==> config.mk <==
export PLATFORM = sky130hd
export DESIGN_NAME = uart_hex_rx
export DESIGN_NICKNAME = d
export VERILOG_FILES = /design/src/rtl/uart_pkg.sv /design/src/rtl/uart_rx.sv /design/src/rtl/uart_hex_rx.sv
export SDC_FILE = /design/constraint.sdc
export NUM_CORES = 1
export LEC_CHECK = 0
export CORE_MARGIN = 4
export CORE_UTILIZATION = 28
export DETAILED_ROUTE_END_ITERATION = 7
export PLACE_DENSITY_LB_ADDON = 0.1
export SKIP_LAST_GASP = 1
export SLEW_MARGIN = 20
export SYNTH_ARGS = -nofsm -noshare
export SYNTH_HDL_FRONTEND = slang
export SYNTH_SLANG_ARGS = --single-unit
==> constraint.sdc <==
create_clock -name clk -period 2.7 [get_ports clk]
set_clock_uncertainty 0.1 [all_clocks]
set_input_delay 0.27 -clock clk [delete_from_list [all_inputs] [get_ports clk]]
set_output_delay 0.27 -clock clk [all_outputs]
set_load 0.03 [all_outputs]
==> src/rtl/uart_pkg.sv <==
// uart_pkg: shared state encodings, ASCII constants and helpers for the UART hex receiver
package uart_pkg;

    typedef enum logic [1:0] {R_IDLE, R_START, R_DATA, R_STOP} rx_state_t;
    typedef enum logic [1:0] {P_IDLE, P_ACCUM, P_DISCARD} p_state_t;

    localparam logic [7:0] CR = 8'h0D;
    localparam logic [7:0] LF = 8'h0A;

    function automatic int clks_per_bit(input int clk_freq, input int baud_rate);
        return clk_freq / baud_rate;
    endfunction

    // Returns {is_digit, nibble}; nibble is 0 when the character is not a hex digit
    function automatic logic [4:0] hex_decode(input logic [7:0] c);
        if (c >= 8'h30 && c <= 8'h39) return {1'b1, 4'(c - 8'h30)};
        if (c >= 8'h41 && c <= 8'h46) return {1'b1, 4'(c - 8'h37)};
        if (c >= 8'h61 && c <= 8'h66) return {1'b1, 4'(c - 8'h57)};
        return 5'd0;
    endfunction

endpackage

==> src/rtl/uart_rx.sv <==
// uart_rx: 2-FF synchronizer plus 8N1 receive FSM sampling at bit centres
module uart_rx
    import uart_pkg::*;
#(
    parameter int CLKS_PER_BIT = 1085
) (
    input  logic       clk,
    input  logic       rst,
    input  logic       uart_rxd,
    output logic [7:0] rx_data,
    output logic       rx_valid,
    output logic       frame_err,
    output logic       rx_busy
);
    localparam int CW = $clog2(CLKS_PER_BIT + 1);
    localparam logic [CW-1:0] FULL = CW'(CLKS_PER_BIT - 1);
    localparam logic [CW-1:0] HALF = CW'(CLKS_PER_BIT / 2 - 1);

    logic [1:0]    sync;
    logic          rxd;
    logic          tick;
    logic [CW-1:0] clk_cnt;
    logic [2:0]    bit_idx;
    rx_state_t     state, next;

    assign rxd  = sync[1];
    assign tick = clk_cnt == (state == R_START ? HALF : FULL);

    // Bring the asynchronous line into the clock domain, idle high
    always_ff @(posedge clk)
        sync <= rst ? 2'b11 : {sync[0], uart_rxd};

    // State register
    always_ff @(posedge clk)
        state <= rst ? R_IDLE : next;

    // Next state: half-bit start qualification rejects short glitches
    always_comb begin
        next = state;
        case (state)
            R_IDLE:  if (!rxd) next = R_START;
            R_START: if (tick) next = rxd ? R_IDLE : R_DATA;
            R_DATA:  if (tick && bit_idx == 3'd7) next = R_STOP;
            R_STOP:  if (tick) next = R_IDLE;
            default: next = R_IDLE;
        endcase
    end

    // Baud counter restarts every sample point; data shifts in LSB first
    always_ff @(posedge clk) begin
        if (rst) begin
            clk_cnt <= '0;
            bit_idx <= 3'd0;
            rx_data <= 8'h00;
        end else begin
            clk_cnt <= (state == R_IDLE || tick) ? '0 : clk_cnt + 1'b1;
            if (state == R_DATA && tick) begin
                bit_idx <= bit_idx + 3'd1;
                rx_data <= {rxd, rx_data[7:1]};
            end
        end
    end

    // Outputs: stop bit judged at its centre, leaving half a bit of slack
    always_comb begin
        rx_valid  = state == R_STOP && tick && rxd;
        frame_err = state == R_STOP && tick && !rxd;
        rx_busy   = state != R_IDLE;
    end

endmodule

==> src/rtl/uart_hex_rx.sv <==
// uart_hex_rx: parses CR/LF-terminated ASCII hex lines from UART into 32-bit words; UART_HEX_RX_ECHO_EN enables byte echo
module uart_hex_rx
    import uart_pkg::*;
#(
    parameter int CLK_FREQ   = 125000000,
    parameter int BAUD_RATE  = 115200,
    parameter int MAX_DIGITS = 8
) (
    input  logic        clk,
    input  logic        rst,
    input  logic        uart_rxd,
    output logic [31:0] word_out,
    output logic        word_valid,
    output logic        fmt_err,
    output logic        frame_err,
    output logic        rx_busy,
    output logic [7:0]  echo_data,
    output logic        echo_start
);
    logic [7:0]  rx_data;
    logic        rx_valid;
    logic        rx_ferr;
    logic [4:0]  dec;
    logic        is_term;
    logic        take_digit;
    logic        emit;
    logic        err;
    logic [31:0] acc;
    logic [3:0]  cnt;
    p_state_t    p_state, p_next;

    uart_rx #(.CLKS_PER_BIT(clks_per_bit(CLK_FREQ, BAUD_RATE))) u_rx (
        .clk      (clk),
        .rst      (rst),
        .uart_rxd (uart_rxd),
        .rx_data  (rx_data),
        .rx_valid (rx_valid),
        .frame_err(rx_ferr),
        .rx_busy  (rx_busy)
    );

`ifdef UART_HEX_RX_ECHO_EN
    assign echo_data  = rx_data;
    assign echo_start = rx_valid;
`else
    assign echo_data  = 8'h00;
    assign echo_start = 1'b0;
`endif

    assign dec     = hex_decode(rx_data);
    assign is_term = rx_data == CR || rx_data == LF;

    // Parser state register
    always_ff @(posedge clk)
        p_state <= rst ? P_IDLE : p_next;

    // Parser next state; a framing error poisons a partially built line
    always_comb begin
        p_next = p_state;
        if (rx_valid)
            case (p_state)
                P_IDLE:    p_next = dec[4] ? P_ACCUM : (is_term ? P_IDLE : P_DISCARD);
                P_ACCUM:   p_next = is_term ? P_IDLE : ((dec[4] && cnt < 4'(MAX_DIGITS)) ? P_ACCUM : P_DISCARD);
                P_DISCARD: p_next = is_term ? P_IDLE : P_DISCARD;
                default:   p_next = P_IDLE;
            endcase
        else if (rx_ferr && p_state == P_ACCUM)
            p_next = P_DISCARD;
    end

    // Parser actions for the byte just received
    always_comb begin
        take_digit = rx_valid && dec[4] && (p_state == P_IDLE || (p_state == P_ACCUM && cnt < 4'(MAX_DIGITS)));
        emit       = rx_valid && is_term && p_state == P_ACCUM;
        err        = rx_valid && p_state != P_DISCARD && !is_term && !take_digit;
    end

    // Accumulator and registered output pulses
    always_ff @(posedge clk) begin
        if (rst) begin
            acc        <= 32'h0;
            cnt        <= 4'd0;
            word_out   <= 32'h0;
            word_valid <= 1'b0;
            fmt_err    <= 1'b0;
            frame_err  <= 1'b0;
        end else begin
            word_valid <= emit;
            fmt_err    <= err;
            frame_err  <= rx_ferr;
            if (take_digit) begin
                acc <= p_state == P_IDLE ? {28'h0, dec[3:0]} : {acc[27:0], dec[3:0]};
                cnt <= p_state == P_IDLE ? 4'd1 : cnt + 4'd1;
            end
            if (emit) word_out <= acc;
        end
    end

endmodule
==> flow_results.org <==
** Clock network
- Number of buffers inserted during clock tree synthesis :: 9
- TritonCTS sink count :: 99
- TritonCTS built the clock tree.
- Root Buffer :: clkbuf_16
- Clock buffer depth :: 2
- Post-CTS setup buffer count :: 0
- After clock tree synthesis, the clock-pin slew on the worst setup and hold paths is 0.06 ns.
- Clock insertion delay at the later pin of the skew report :: 0.35 ns
- Hold-fix buffer count after cts :: 0
- H-tree depth reported by CTS :: 3
- Gates resized during post-CTS repair numbered 0.

** Worst setup path
- The worst register-to-register path has a setup slack of 0.24 ns.
- Number of cell instances on the worst register-to-register path :: 5
- Data on the critical path arrives at its endpoint at 2.56 ns.
- WP data required :: 2.80 ns
- The setup path with the least slack is of type reg2reg.
- Startpoint Class :: flip-flop
- The worst setup path is captured at a flip-flop.
- In this run the worst path has a maximum fanout of 33.

** Drt
- The first TritonRoute pass finished after 4 iterations.
- The highest metal layer carrying signal wires in the routed design is met4.
- In the final routed layout, each cell accounts on average for 12.7 um.
- Routed length on met3 :: 271 um
- Number of violations reported at the end of detailed-routing iteration 0 :: 151
- Detailed routing placed a total of 4200 um of wire on met2.
- After detailed routing, the number of vias per cell comes to 4.61.
- In the final routing, the length of wire on met1 measures 4200 um.
- In this run the remaining antenna-violating nets after routing total 0.
- For this block, the via count after detailed routing is 3208.
- In the routed design, unresolved DRC markers number 0.
- Routed wire length :: 8840 um

** STA
- Post-Route Hold Slack :: 0.276 ns
- Derived from the worst setup path, the maximum achievable clock frequency is 0.406 GHz.
- Total negative slack for setup checks :: 0 ns
- Setup repair after global routing left no endpoint under its margin.
- Tcrit/Tclk final :: 91.1%
- Endpoints failing setup :: 0
- For the pin with the worst max-slew slack, the measured transition is 0.657 ns.
- Headroom to the max-slew limit :: 56.2%
- Final critical-path required period :: 2.46 ns
- The count of pins over their slew limit was 0.
- The total count of hold-check failures in the final report came to 0.

** Synthesis
- The cell count after synthesis came out at 482.
- Summing every instance area after synthesis gives 4200 um^2.
- Sequential share of the synthesized area :: 47.2%
- Average cell area after synthesis :: 8.71 um^2
- In this run, synthesis inferred 0 flip-flops with an integrated enable.
- Synth top area cells :: dfxtp_1 (47%), nand2_1 (7.6%), a21oi_1 (5.5%), nand3_1 (5.0%), a21oi_2 (4.2%)
- Top flip-flop cell by instance count after synthesis :: dfxtp_1
- Async SR Flop Fraction :: 0%
- Count of state elements after synthesis :: 99
- Synth cell types :: 49
- Summed over its instances, the top area cell type makes up 47.2% of the synthesized netlist area.
- Number of warnings reported in the yosys synthesis log :: 0
- The biggest area contributor in the post-synthesis netlist is dfxtp_1.

** GRT
- Initial antenna violation count :: 0
- Summed over all layers, the global routing overflow is 0.
- Entering global routing, the biggest net connects 49 pins.
- Global-route wire length before repair :: 14800 um
- Across every metal layer, demand over resource in global routing totals 10.9%.
- The via count of the first global-routing pass came to 3041.

** Hold path
- Worst hold stages :: 2
- Worst min-delay path category :: in2reg

** Final layout
- After the last flow step, the layout net total stands at 518.
- The sequential cells in the finished layout cover a total of 1980 um^2.
- Fill cells in the final layout number 1505.
- Measured on the finished design, the core utilization comes to 34.0%.
- Footprint of the multi-input gates :: 1980 um^2
- Of the cells placed in the final design, the portion with a size suffix greater than 1 is 15.0%.
- Antenna diode count :: 0
- Growth of design area from synthesis to finish :: 18.3%

** Die
- Starting Density :: 28.8%
- Overall die width :: 130 um
- Row generation in the floorplan step produced 44 rows.
- Vert. Die Dim :: 130 um
- I/O pin cnt :: 48
- The floorplan step defined a core boundary enclosing 14600 um^2.
- Full die area :: 17000 um^2

** Pwr
- For this design the static power due to leakage is 1.66 nW.
- Power density cells :: 544 nW/um^2
- Worst vdd rail ir drop :: 0.000267 V

** Placement
- GPL Wtd Cong :: 0.758
- Once detailed placement completed, the half-perimeter wirelength came to 5620 um.
- Buffers added on ports :: 38

** Status
- The run finished with clean final reports.

** Flow run
- The tool flagged a number of max-cap violations equal to 0.
-- registers in the layout (all words and copies together) (netlist names), 2 cells and up, named ones only --
register      cells
u_rx.sync         2
p_state           2
word_out         32
u_rx.rx_data      8
acc              32
u_rx.bit_idx      3
cnt               4
u_rx.clk_cnt     11
-- power breakdown --
part	switching (W)	internal [W]
Clock	0.000559	0.000621
Sequential	0.00000368	0.00146
Combinational	0.0000470	0.00000961
Total	0.000610	0.00209
-- cell families after synthesis --
family	Yosys count	synth area share (%)
flops	99	47.2
other cells	1	0.0893
compound gates	85	13.4
mux	15	3.64
xor+xnor	12	2.50
simple gates	212	24.4
fa+ha+maj	8	2.38
buf+inv	50	6.38
-- critical path: stages, from the launching register on --
cell and delay, ns:
dfxtp_1 0.43, or3b_1 0.38, or3_1 0.37, or4_4 0.77
nand2_1 0.16, a21oi_1 0.07
-- path summary, 6_finish.rpt --
kind,startpoint,to
worst max-delay path,u_rx.clk_cnt[2],word_out[1]
worst min-delay path,rst,word_valid
worst max register to register,u_rx.clk_cnt[2],word_out[1]
worst min register to register,u_rx.sync[0],u_rx.sync[1]
-- layer usage --
layer,vias up,track usage [%]
met2,42,18.0
li1,1655,-
met5,-,0
met3,13,2.44
met4,0,5.08
met1,1498,13.6
-- synthesized netlist by cell type (2+ instances only) --
master,n
xor2_1,9
buf_6,5
a21oi_2,20
inv_1,8
clkbuf_1,23
a211oi_1,2
ha_1,8
nor2_1,33
nand2_2,20
buf_4,10
or3_1,2
nor3b_1,3
nor4bb_1,2
xnor2_1,3
nand3_1,42
a21oi_1,46
mux2i_1,13
nor4_1,3
dfxtp_1,99
mux2_2,2
or2_2,4
o21ai_0,4
o21bai_1,2
nand2b_1,2
nand2_1,85
nor3_1,3
buf_2,4
and3_1,4
-- final cells by class --
cell class | instances | area share, %
tap | 184 | 4.63
timing repair buffer | 48 | 9.62
inverter | 8 | 0.605
multi-input combinational | 341 | 39.9
clock buffer | 11 | 4.69
clock inverter | 5 | 0.605
sequential | 99 | 39.9
-- cells in the final DEF, fill, tap and decap left out, types with 3 or more instances in the layout --
cell / count
o21ai_0: 4
xor2_1: 9
a21oi_2: 20
nand2_2: 20
nand3_1: 42
xnor2_1: 3
conb_1: 9
ha_1: 8
clkinv_2: 3
nor4_1: 3
or2_2: 4
a21oi_1: 46
dfxtp_1: 99
nor2_1: 33
nor3_1: 3
clkdlybuf4s50_1: 37
nor3b_1: 3
buf_4: 9
nand2_1: 85
inv_1: 8
mux2i_1: 13
and3_1: 4
clkbuf_16: 9
-- per-stage QoR --
| step | setup slack (ns) | std cells | area (um^2) | power [W] |
|---|---|---|---|---|
| final | 0.239 | 696 | 4970 | 0.00270 |
| after global routing | 0.132 | 696 | 4970 | 0.00282 |
| after detailed placement | 0.246 | 680 | 4700 | 0.00156 |
| after floorplan | 0.317 | 490 | 4230 | 0.00156 |
| after global placement | 0.277 | 680 | 4700 | 0.00156 |
| after CTS | 0.232 | 696 | 4970 | 0.00275 |
Note: power is estimated with default switching activity, not from simulation.
